--- src/rtl/cpu_pkg.sv ---
// Shared types and constants for the CPU front end: fetch FSM state encoding,
// reset vector and default halt address.
package cpu_pkg;

  typedef enum logic [2:0] {
    IDLE  = 3'd0,
    FETCH = 3'd1,
    EXEC1 = 3'd2,
    EXEC2 = 3'd3,
    HALT  = 3'd4
  } cpu_state_e;

  localparam logic [31:0] RESET_VECTOR      = 32'hBFC0_0000;
  localparam logic [31:0] DEFAULT_HALT_ADDR = 32'h0000_0000;

  // Instruction fetches are word aligned; the low two PC bits never reach the bus.
  function automatic logic [31:0] word_addr(input logic [31:0] a);
    return a & 32'hFFFF_FFFC;
  endfunction

endpackage

--- src/rtl/cpu_ifetch_if.sv ---
// Avalon-MM instruction read port between the fetch sequencer (master) and
// instruction memory (slave).
interface cpu_ifetch_if;
  // Handshake: the master raises avm_read with avm_address and holds both
  // stable; the transfer completes on the rising edge where avm_read=1 and
  // avm_waitrequest=0, and avm_readdata is valid in that same cycle.
  logic [31:0] avm_address;
  logic        avm_read;
  logic [3:0]  avm_byteenable;
  logic        avm_waitrequest;
  logic [31:0] avm_readdata;

  modport master (
    output avm_address, avm_read, avm_byteenable,
    input  avm_waitrequest, avm_readdata
  );

  modport slave (
    input  avm_address, avm_read, avm_byteenable,
    output avm_waitrequest, avm_readdata
  );
endinterface

--- src/rtl/cpu_byteswap.sv ---
// Combinational 32-bit byte reversal, converting little-endian bus words into
// big-endian instruction words.
module cpu_byteswap (
  input  logic [31:0] din,
  output logic [31:0] dout
);
  assign dout = {din[7:0], din[15:8], din[23:16], din[31:24]};
endmodule

--- src/rtl/cpu_ifetch.sv ---
// Instruction-fetch sequencer: FETCH -> EXEC1 -> EXEC2 with one pc_wen pulse
// per instruction and a sticky HALT on a fetch from the halt address.
// Build option CPU_IFETCH_BYTESWAP_EN byte-reverses the fetched word.
module cpu_ifetch
  import cpu_pkg::*;
#(
  parameter logic [31:0] HALT_ADDR = DEFAULT_HALT_ADDR
) (
  input  logic         clk,
  input  logic         reset,
  input  logic [31:0]  pc,
  output logic         pc_wen,
  cpu_ifetch_if.master avm,
  input  logic         stall,
  output logic [31:0]  instr,
  output logic         instr_valid,
  output logic         active,
  output cpu_state_e   state_dbg
);

  cpu_state_e  state;
  logic [31:0] fetch_addr;
  logic [31:0] rd_word;
  logic        halt_hit;
  logic        accept;

  assign fetch_addr = word_addr(pc);
  assign halt_hit   = (fetch_addr == HALT_ADDR);

`ifdef CPU_IFETCH_BYTESWAP_EN
  cpu_byteswap u_byteswap (
    .din  (avm.avm_readdata),
    .dout (rd_word)
  );
`else
  assign rd_word = avm.avm_readdata;
`endif

  // Bus controls decode from the async-reset state, so reset drops avm_read at once.
  assign avm.avm_read       = (state == FETCH) && !halt_hit;
  assign avm.avm_address    = avm.avm_read ? fetch_addr : 32'h0;
  assign avm.avm_byteenable = 4'hF;
  assign accept             = avm.avm_read && !avm.avm_waitrequest;
  assign pc_wen             = (state == EXEC2) && !stall;
  assign state_dbg          = state;

  always_ff @(posedge clk or negedge reset) begin
    if (!reset) begin
      state       <= IDLE;
      instr       <= 32'h0;
      instr_valid <= 1'b0;
      active      <= 1'b0;
    end else begin
      case (state)
        IDLE: begin
          active <= 1'b1;
          state  <= FETCH;
        end
        FETCH: begin
          if (halt_hit) begin
            active <= 1'b0;
            state  <= HALT;
          end else if (accept) begin
            instr       <= rd_word;
            instr_valid <= 1'b1;
            state       <= EXEC1;
          end
        end
        EXEC1: state <= EXEC2;
        EXEC2: begin
          if (!stall) begin
            instr_valid <= 1'b0;
            state       <= FETCH;
          end
        end
        HALT:    state <= HALT;
        default: state <= IDLE;
      endcase
    end
  end

endmodule

--- src/flat_wrapper.sv ---
// flat-port wrapper written by rule: the top's interface ports become plain ports
module cpu_ifetch_flat import cpu_pkg::*;
#(
  parameter logic [31:0] HALT_ADDR = DEFAULT_HALT_ADDR
)
  (clk, reset, pc, pc_wen, stall, instr, instr_valid, active, state_dbg, avm_avm_address, avm_avm_read, avm_avm_byteenable, avm_avm_waitrequest, avm_avm_readdata);
  cpu_ifetch_if avm_i ();
  input  logic clk;
  input  logic reset;
  input  logic [31:0] pc;
  output logic pc_wen;
  input  logic stall;
  output logic [31:0] instr;
  output logic instr_valid;
  output logic active;
  output cpu_state_e state_dbg;
  output wire logic [$bits(avm_i.avm_address)-1:0] avm_avm_address;
  output wire logic [$bits(avm_i.avm_read)-1:0] avm_avm_read;
  output wire logic [$bits(avm_i.avm_byteenable)-1:0] avm_avm_byteenable;
  input wire logic [$bits(avm_i.avm_waitrequest)-1:0] avm_avm_waitrequest;
  input wire logic [$bits(avm_i.avm_readdata)-1:0] avm_avm_readdata;
  assign avm_avm_address = avm_i.avm_address;
  assign avm_avm_read = avm_i.avm_read;
  assign avm_avm_byteenable = avm_i.avm_byteenable;
  assign avm_i.avm_waitrequest = avm_avm_waitrequest;
  assign avm_i.avm_readdata = avm_avm_readdata;
  cpu_ifetch #(.HALT_ADDR(HALT_ADDR)) u_core (.clk(clk), .reset(reset), .pc(pc), .pc_wen(pc_wen), .avm(avm_i), .stall(stall), .instr(instr), .instr_valid(instr_valid), .active(active), .state_dbg(state_dbg));
endmodule
--- config.mk ---
export PLATFORM = sky130hd
export DESIGN_NAME = cpu_ifetch_flat
export DESIGN_NICKNAME = d
export VERILOG_FILES = /design/src/rtl/cpu_pkg.sv /design/src/rtl/cpu_ifetch_if.sv /design/src/rtl/cpu_byteswap.sv /design/src/rtl/cpu_ifetch.sv /design/src/flat_wrapper.sv
export SDC_FILE = /design/constraint.sdc
export NUM_CORES = 1
export LEC_CHECK = 0
export BUFFER_PORTS_ARGS = -buffer_cell sky130_fd_sc_hd__buf_2
export CORE_MARGIN = 2
export CORE_UTILIZATION = 42
export CTS_CLUSTER_SIZE = 8
export DETAILED_ROUTE_END_ITERATION = 8
export GPL_TIMING_DRIVEN = 0
export PLACE_DENSITY = 0.86
export SETUP_SLACK_MARGIN = 0.05
export SLEW_MARGIN = 10
export SYNTH_ARGS = -nofsm -noshare
export SYNTH_HDL_FRONTEND = slang
export SYNTH_SLANG_ARGS = --single-unit
--- constraint.sdc ---
create_clock -name clk -period 5.1 [get_ports clk]
set_input_delay 1.02 -clock clk [delete_from_list [all_inputs] [get_ports clk]]
set_output_delay 1.02 -clock clk [all_outputs]
set_load 0.05 [all_outputs]
After elaboration in Yosys (flattened, before gate mapping)
Index checks and enable logic that the tools add are counted.

word-level totals
  logic and storage cells = 39
  flip-flop bits (word level) = 37
  bits in latches = 0
  memory bits (writable) = 0
  memories kept = 0
  bits of input ports = 68
  bits in read-only memories = 0
  output and inout port bits = 75

cells by class
  shift-type cells = 0
  $lt $le $gt $ge = 0
  eq/ne operators = 9
  reductions and logical operators = 14
  $add $sub $neg = 0
  multiplexer cells = 11
  divide/modulo/power cells = 0
  $mul = 0
  bitwise gates (word level) = 1

operators with widths
  cell                                           number
  logical NOT 32 bit                             1
  two-way mux 32 bit                             1
  one-hot mux 3 bit (5 select lines)             1
  two-way mux 3 bit                              3
  == test 3 x 2 -> 1 bit, second input constant  2
  two-way mux 1 bit                              4
  != test 2 x 1 -> 1 bit, second input constant  2
  != test 2 bit, second input constant           2
  one-hot mux 1 bit (2 select lines)             2
  AND reduction 2 bit                            2
  AND reduction 4 bit                            1
  nonzero test 2 bit                             2
  == test 3 x 1 -> 1 bit, second input constant  1
  == test 3 bit, second input constant           1
  logical AND 1 bit                              3
  logical NOT 1 bit                              3
  logical NOT 3 bit                              1
  != test 3 x 1 -> 1 bit, second input constant  1
  AND reduction 3 bit                            1
  NOT 1 bit                                      1

Logic depth before layout (Yosys ltp)
Gate-level depths: netlist of run 1.

  depth after elaboration = 7
  depth in mapped cells = 5
  gate-level depth less buffers = 4

Least setup slack after synthesis of run 1
OpenSTA, ideal clock, no wires.

  path kind = input-to-output
  start point = input pc[20]
  end point = output avm_avm_address[22]
  buffers on the path = 1
  setup slack = 1.464 ns
  data arrival time = 2.616 ns
  required time = 4.080 ns
  stages on the path = 5
  cell sequence = nor4_1 -> nand4_1 -> o211a_1 -> clkbuf_1 -> and2_1

between the ends
  longest elaborated chain between the ends = 4

RTL lines
  item                    line                text
  from (decl)             flat_wrapper.sv:10  input logic [31:0] pc;
  logical NOT 32 bit      cpu_ifetch.sv:28    assign halt_hit = (fetch_addr == HALT_ADDR);
  logical NOT 1 bit       cpu_ifetch.sv:40    assign avm.avm_read = (state == FETCH) && !halt_hit;
  logical AND 1 bit       cpu_ifetch.sv:40
  named net avm_avm_read  flat_wrapper.sv:18  output wire logic [$bits(avm_i.avm_read)-1:0] avm_avm_read;
  two-way mux 32 bit      cpu_ifetch.sv:41    assign avm.avm_address = avm.avm_read ? fetch_addr : 32'h0;
  to (decl)               flat_wrapper.sv:17  output wire logic [$bits(avm_i.avm_address)-1:0] avm_avm_address;

The timed path passes the listed nets, and every way through them passes these cells.

Final worst setup path of run 1
  start point = input pc[26]
  end point = output avm_avm_address[14]

between the ends
  longest elaborated chain between the ends = 4

RTL lines
  item                line
  logical NOT 32 bit  cpu_ifetch.sv:28
  logical NOT 1 bit   cpu_ifetch.sv:40
  logical AND 1 bit   cpu_ifetch.sv:40
  two-way mux 32 bit  cpu_ifetch.sv:41

Every way passes these cells.

==> results.txt, run 1 <==
----------------------------------------------------
[Status]
  Result of the run ... finished, final reports clean

[Run]
  Number of max-cap violations ... 0

[Floorplan]
  Site Rows ... 23
  I/O pin count ... 143
  Die Footprint ... 4720 um^2
  Vertical extent of the die ... 68.7 um
  Width of the chip ... 68.7 um
  Initial cell density of the core ... 0.439
  Area of the placeable core ... 4000 um^2

[Setup path]
  Top cell by count, worst path ... buf_2
  Gate family responsible for the most delay along the worst path ... simple AND/OR/NAND/NOR gates
  Arrival time of the worst setup path ... 2690 ps
  Standard cell with the maximum stage delay on the critical path ... o211a_1
  Delay contributed by the slowest stage of the critical path ... 360 ps
  Setup Crit Path Kind ... input pin to output port
  Cells along the critical path ... buf_2 > nor4_1 > nand4_1 > o211a_1 > clkbuf_1 > and2_1 > buf_2
  Setup crit start kind ... input pin
  Setup slack of the worst register-to-register path ... 3470 ps
  Data required, critical path ... 4080 ps
  Highest net fanout along the worst path ... 10
  Endpoint class of the critical path ... output port
  Buffers & Inverters on Critical Path ... 3

[CTS]
  Clock transition at the registers of the reported paths ... 70 ps
  Number of clock sinks seen by CTS ... 37
  Clock tree from TritonCTS ... done
  H-Tree Level Count ... 2
  Root cell of the clock tree ... clkbuf_8
  CTS Hold Buffers Added ... 0
  Post-CTS setup-driven buffer insertion count ... 0
  Post-CTS resize count ... 0
  Buffers from clock root to sink, at most ... 2
  Worst skew pair latency ... 290 ps
  Inserted Clock Buffers ... 5

[Finish]
  Most common cell after layout, fill and taps aside ... buf_2
  Share of final-layout standard cells stronger than drive strength 1 ... 0.636
  Number of diodes ... 0
  Layout Area Growth over Synthesis ... 47.5%
  Number of standard cells in the layout, taps in and fillers out ... 336
  Commonest non-fill, non-tap cells in the layout ... 134 x buf_2, 37 x dfrtp_1, 30 x and2_1, 30 x mux2_2, 7 x nor4_1
  Final layout net count ... 353

[Route]
  Total via count after detailed routing ... 1601
  First-pass detailed-route iteration total ... 5
  Drc violations ... 0
  Number of nets with antenna violations after detailed routing ... 0
  Detailed-route wire length per cell ... 13.7 um
  Ratio of routed vias to standard cells ... 4.76
  Total routed wirelength ... 4610 um
  Drt initial violations ... 5

[GRT]
  All-Layer GR Usage ... 0.195
  Grt total ovfl ... 0
  Maximum number of pins on one net before global-route repair ... 38
  Initial antenna violation count ... 0
  Via count of the first global-routing pass ... 1563
  First-pass GRT wire length ... 6510 um

[STA]
  RSZ-0062 raised after global routing ... false
  Measured slew at the worst slew-check pin ... 819 ps
  Final critical-path share of the clock period ... 0.728
  Clock skew ... 4.07 ps
  Number of setup violations in the final report ... 0
  Min cycle time layout ... 3710 ps
  Max-slew headroom ... 0.454
  Fin Setup TNS ... 0 ps
  Achievable Freq ... 0.269 GHz
  Final Hold Viols ... 0
  Final Slew Violations ... 0

[Logic synthesis]
  Sequential area share after synthesis ... 0.527
  Flip-flop and latch count after synthesis ... 37
  Synthesized cell area ... 1760 um^2
  Cell variety after synth ... 23
  Gate count after technology mapping ... 140
  Warnings from Yosys ... 0
  Average footprint of a synthesized cell ... 12.6 um^2

[Placement]
  Final HPWL from detailed placement ... 3740 um
  Global placement routability congestion ... 0.666
  Cell total after placement ... 328
  Input/output buffers ... 134

[Min path]
  Kind of path behind the tightest hold check ... flip-flop to flip-flop

----------------------------------------------------
-- worst reg2reg max path: stages, from the launching register on --
cell       delay (ps)
dfrtp_1           470
nor2_1            240
o2111ai_4         250
buf_6             220
mux2_1            330
-- synth_stat cells --
master     count  area, um^2
dfrtp_1       37         926
and2_1        30         188
mux2_2        30         338
nor4_1         7        43.8
buf_4          6        45.0
buf_6          3        33.8
clkbuf_1       3        11.3
inv_1          3        11.3
conb_1         2        7.51
mux2_1         2        22.5
nand4_1        2        12.5
nor2_1         2        7.51
o21ai_0        2        10.0
o31ai_1        2        15.0
a21oi_1        1        5.00
a31oi_1        1        6.26
nand2b_1       1        6.26
nor2b_1        1        6.26
nor3b_1        1        7.51
o2111ai_4      1        26.3
o211a_1        1        10.0
o41ai_1        1        8.76
or4b_1         1        10.0
-- final cells by class --
cell class | count | area [um^2]
Fill cell | 311 | 1410
Sequential cell | 37 | 926
Multi-Input combinational cell | 92 | 746
Timing Repair Buffer | 134 | 671
Buffer | 12 | 90.1
Clock buffer | 5 | 68.8
Tap cell | 50 | 62.6
Clock inverter | 3 | 17.5
Inverter | 3 | 11.3
-- routing by layer --
metal	GRT usage	vias to the layer above	part of all wire
met2	0.356	94	0.51
met5	0	-	0
met4	0.0931	0	0.015
met3	0.0731	6	0.12
li1	-	761	-
met1	0.194	740	0.36
-- logic make-up after synthesis --
| group | Yosys count | share of synthesized area |
|---|---|---|
| flops | 37 | 0.527 |
| simple gates | 45 | 0.160 |
| mux | 32 | 0.205 |
| buf+inv | 15 | 0.0576 |
| other cells | 2 | 0.00427 |
| compound gates | 9 | 0.0463 |
-- registers in the layout (all words and copies together) (netlist names) --
name / cells
u_core.instr: 32
u_core.active: 1
u_core.instr_valid: 1
u_core.state_dbg: 3
-- per-stage QoR --
step	setup slack [ps]	area (um^2)	util	hold slack (ps)
CTS	1320	2590	0.648	504
global placement	1340	2510	0.627	472
floorplan	1460	1770	-	724
finish	1390	2590	0.648	501
detailed placement	1330	2510	0.627	487
global route	1220	2590	0.648	511
-- path summary, 6_finish.rpt --
kind                       cells after the start                            start                           end
max                                            7                           pc[26]           avm_avm_address[14]
min                                            1      u_core.instr[4]$_DFFE_PN0P_   u_core.instr[4]$_DFFE_PN0P_
max reg2reg                                    4  u_core.state_dbg[2]$_DFFE_PN0P_  u_core.instr[20]$_DFFE_PN0P_
min reg2reg                                    1      u_core.instr[4]$_DFFE_PN0P_   u_core.instr[4]$_DFFE_PN0P_
max in group asynchronous                      1                            reset  u_core.instr[30]$_DFFE_PN0P_
min in group asynchronous                      1                            reset  u_core.instr[21]$_DFFE_PN0P_
Power of run 1 is not shown: default switching activity piles up to over one toggle a cycle in this logic, so the estimate is an artifact.
==> run 2, diff against run 1 <==
Settings changed: ABC_AREA from default to 1, CORE_UTILIZATION 42 to 37, PLACE_DENSITY 0.86 to 0.77.
Clock period 5.1 ns to 3.4 ns, I/O delays scaled along.
==> run 2 against run 1 <==
  * Register-to-register slack got worse by 1500 ps
  * Cell count up 46%
  * Setup slack worse by 670 ps
  * Synthesized area rose by 12%
  * Flip-flop and latch count unchanged
  * Clock skew about the same
  * Die area grew 26%
  * Non-clock buffer count increased by 6
==> results.txt, run 2 <==
----------------------------------------------------
[Logic synthesis]
  Synth cell count leaders ... 83 x nand2_1, 51 x nor2_1, 37 x dfrtp_1, 34 x inv_1, 32 x nand3_1 (was 37 x dfrtp_1, 30 x and2_1, 30 x mux2_2, 7 x nor4_1, 6 x buf_4)
  Share of the synthesized area in the top cell type ... 0.469 (was 0.527)
  Warnings from Yosys ... 0 (unchanged)
  Number of synthesized flops with an enable pin ... 0 (unchanged)
  Leading post-synthesis cells by cell area ... dfrtp_1 47%, nand2_1 16%, nor2_1 9.7% (was dfrtp_1 53%, mux2_2 19%, and2_1 11%)
  Cell type with the highest aggregate area in the netlist ... dfrtp_1 (unchanged)
  Fraction of registers with async set/reset ... 1.00 (unchanged)
  Synthesized cell area ... 1970 um^2 (was 1760 um^2)
  Flip-flop and latch count after synthesis ... 37 (unchanged)
  Most common cell in the synthesized netlist ... nand2_1 (was dfrtp_1)
  Gate count after technology mapping ... 274 (was 140)
  Commonest register cell after synthesis ... dfrtp_1 (unchanged)
  Sequential area share after synthesis ... 0.469 (was 0.527)
  Average footprint of a synthesized cell ... 7.20 um^2 (was 12.6 um^2)
  Cell variety after synth ... 22 (was 23)

[Placement]
  Cell total after placement ... 482 (was 328)
  Global placement routability congestion ... 0.798 (was 0.666)
  Final HPWL from detailed placement ... 4170 um (was 3740 um)
  Input/output buffers ... 134 (unchanged)

[Power]
  Power density over the cells ... 1140 nW/um^2
  Worst vdd rail ir drop ... 0.586 mV
  Overall power ... 3.23 mW
  Leakage Power ... 1.80 nW

[CTS]
  Number of clock sinks seen by CTS ... 37 (unchanged)
  Root cell of the clock tree ... clkbuf_8 (unchanged)
  H-Tree Level Count ... 2 (unchanged)
  Inserted Clock Buffers ... 5 (unchanged)
  Buffers from clock root to sink, at most ... 2 (unchanged)
  CTS Hold Buffers Added ... 0 (unchanged)
  Post-CTS setup-driven buffer insertion count ... 0 (unchanged)
  Post-CTS resize count ... 0 (unchanged)
  Clock transition at the registers of the reported paths ... 80 ps (was 70 ps)
  Clock tree from TritonCTS ... done (unchanged)
  Worst skew pair latency ... 290 ps (about the same)

[STA]
  Final Slew Violations ... 0 (unchanged)
  Achievable Freq ... 0.372 GHz
  Max-slew headroom ... 0.470 (was 0.454)
  Final Hold Viols ... 0 (unchanged)
  Clock skew ... 4.51 ps (was 4.07 ps)
  Number of setup violations in the final report ... 0 (unchanged)
  Fin Setup TNS ... 0 ps (unchanged)
  Min cycle time layout ... 2690 ps
  Final critical-path share of the clock period ... 0.791
  Measured slew at the worst slew-check pin ... 795 ps (was 819 ps)
  RSZ-0062 raised after global routing ... false (unchanged)

[Setup path]
  Highest net fanout along the worst path ... 10 (unchanged)
  Top cell by count, worst path ... nand2_1 (was buf_2)
  Logic depth of the worst register-to-register path ... 6 (was 4)
  Setup Crit Path Kind ... input pin to output port (unchanged)
  Standard cell with the maximum stage delay on the critical path ... buf_2 (was o211a_1)
  Data required, critical path ... 2720 ps (was 4080 ps)
  Gate family responsible for the most delay along the worst path ... buffers and inverters (was simple AND/OR/NAND/NOR gates)
  Beginning of the worst register-to-register path ... u_core.state_dbg[1]$_DFFE_PN0P_ (was u_core.state_dbg[2]$_DFFE_PN0P_)
  Capture point of the worst reg-to-reg path ... u_core.instr[12]$_DFFE_PN0P_ (was u_core.instr[20]$_DFFE_PN0P_)
  Buffers & Inverters on Critical Path ... 4 (was 3)
  Setup slack of the worst register-to-register path ... 1940 ps (was 3470 ps)
  Cells along the critical path ... buf_2 > nor2_1 > nand2_1 > nor2_1 > nand2_1 > inv_1 > nand2_1 > nand2_1 > buf_2 > nor2_1 > buf_2 (was buf_2 > nor4_1 > nand4_1 > o211a_1 > clkbuf_1 > and2_1 > buf_2)
  Arrival time of the worst setup path ... 2010 ps (was 2690 ps)
  Endpoint class of the critical path ... output port (unchanged)
  Setup crit start kind ... input pin (unchanged)
  Delay contributed by the slowest stage of the critical path ... 250 ps (was 360 ps)

[GRT]
  Via count of the first global-routing pass ... 1913 (was 1563)
  First-pass GRT wire length ... 8710 um (was 6510 um)
  Initial antenna violation count ... 0 (unchanged)
  Maximum number of pins on one net before global-route repair ... 38 (unchanged)
  All-Layer GR Usage ... 0.183 (was 0.195)
  Grt total ovfl ... 0 (unchanged)

[Route]
  Drc violations ... 0 (unchanged)
  Ratio of routed vias to standard cells ... 4.31 (was 4.76)
  Detailed-route wire length per cell ... 10.9 um (was 13.7 um)
  First-pass detailed-route iteration total ... 4 (was 5)
  Number of nets with antenna violations after detailed routing ... 0 (unchanged)
  Total routed wirelength ... 5360 um (was 4610 um)
  Drt initial violations ... 103 (was 5)
  Total via count after detailed routing ... 2114 (was 1601)

[Finish]
  Commonest non-fill, non-tap cells in the layout ... 139 x buf_2, 83 x nand2_1, 51 x nor2_1 (was 134 x buf_2, 37 x dfrtp_1, 30 x and2_1, 30 x mux2_2, 7 x nor4_1)
  Top reg by flops ... u_core.instr (unchanged)
  Share of final-layout standard cells stronger than drive strength 1 ... 0.388 (was 0.636)
  Number of diodes ... 0 (unchanged)
  Final layout net count ... 487 (was 353)
  Max FFs per register ... 32 (unchanged)
  Number of standard cells in the layout, taps in and fillers out ... 490 (was 336)
  Most common cell after layout, fill and taps aside ... buf_2 (unchanged)
  Layout Area Growth over Synthesis ... 44.1% (was 47.5%)
  Post-route core utilization ... 0.553 (was 0.648)

[Run]
  Number of max-cap violations ... 0 (unchanged)

[Min path]
  Kind of path behind the tightest hold check ... input pin to async pin (was flip-flop to flip-flop)

[Floorplan]
  Area of the placeable core ... 5140 um^2 (was 4000 um^2)
  Width of the chip ... 77.0 um (was 68.7 um)
  Die Footprint ... 5930 um^2 (was 4720 um^2)
  Vertical extent of the die ... 77.0 um (was 68.7 um)
  Initial cell density of the core ... 0.384 (was 0.439)
  Site Rows ... 26 (was 23)
  I/O pin count ... 143 (unchanged)

[Status]
  Result of the run ... finished, final reports clean (unchanged)

----------------------------------------------------
[run 2: cell types whose count changed in the layout (fill, tap and decap cells not counted), moves of 5 or more]
cell     previous run  this run
inv_1               3        34
mux2_2             30         0
nor2_1              2        51
nand3_1             0        32
nand2_1             0        83
buf_2             134       139
nor4_1              7         0
and2_1             30         0
[run 2: worst max path at each step]
| stage | startpoint | end | cells after the start |
|---|---|---|---|
| 2_1_floorplan | u_core.state_dbg[1]$_DFFE_PN0P_ | pc_wen | 2 |
| 3_3_place_gp | pc[10] | avm_avm_address[18] | 11 |
| 3_5_place_dp | pc[10] | avm_avm_address[18] | 11 |
| 4_1_cts | pc[10] | avm_avm_address[18] | 11 |
| 5_1_grt | pc[26] | avm_avm_address[20] | 11 |
| 6_report | pc[10] | avm_avm_address[18] | 11 |
[run 2: layer usage]
metal	up-vias	wire length, um	part of all wire	global-route usage
li1	1105	-	-	-
met1	941	2340	0.44	0.233
met2	63	2670	0.50	0.319
met3	5	321	0.060	0.0459
met4	0	21	0.0039	0.0321
met5	-	0	0	0
[run 2: worst reg2reg max path, cell delays in order, from the launching register on]
cell and delay (ps):
dfrtp_1 470, nor3_4 230, inv_2 100, nor2_8 180
buf_2 240, nand3_1 100, nand2_1 90
[run 2: per-stage QoR]
step | setup WS (ps) | hold slack, ps | instance area [um^2]
floorplan | 769 | 384 | 1990
global placement | 721 | 449 | 2750
detailed placement | 708 | 454 | 2750
global route | 505 | 494 | 2840
CTS | 703 | 473 | 2840
finish | 711 | 468 | 2840
[run 2: area by class of cell]
type | instances | area, um^2
buffer | 18 | 123
clock buffer | 6 | 82.6
clock inverter | 2 | 13.8
fill | 518 | 2300
inverter | 37 | 139
multi-input combinational | 186 | 801
sequential | 37 | 926
tap | 70 | 87.6
timing repair buffer | 134 | 671
[run 2: kinds of logic (layout without fill, tap and decap cells)]
group,count (synthesis),after routing,share of synthesized area
and+or+nand+nor,173,173,0.374
buffers and inverters,55,197,0.133
DFF,37,37,0.469
AOI/OAI and AO/OA,7,7,0.0203
other,2,6,0.00381
[run 2: where the power goes]
part           leakage, nW  internal, mW  switching (mW)  total [mW]
clock network       0.0512         0.164           0.157       0.321
logic                 1.29         0.469            1.69        2.15
registers            0.454         0.639           0.117       0.755
Note: power is estimated with default switching activity, not from simulation.
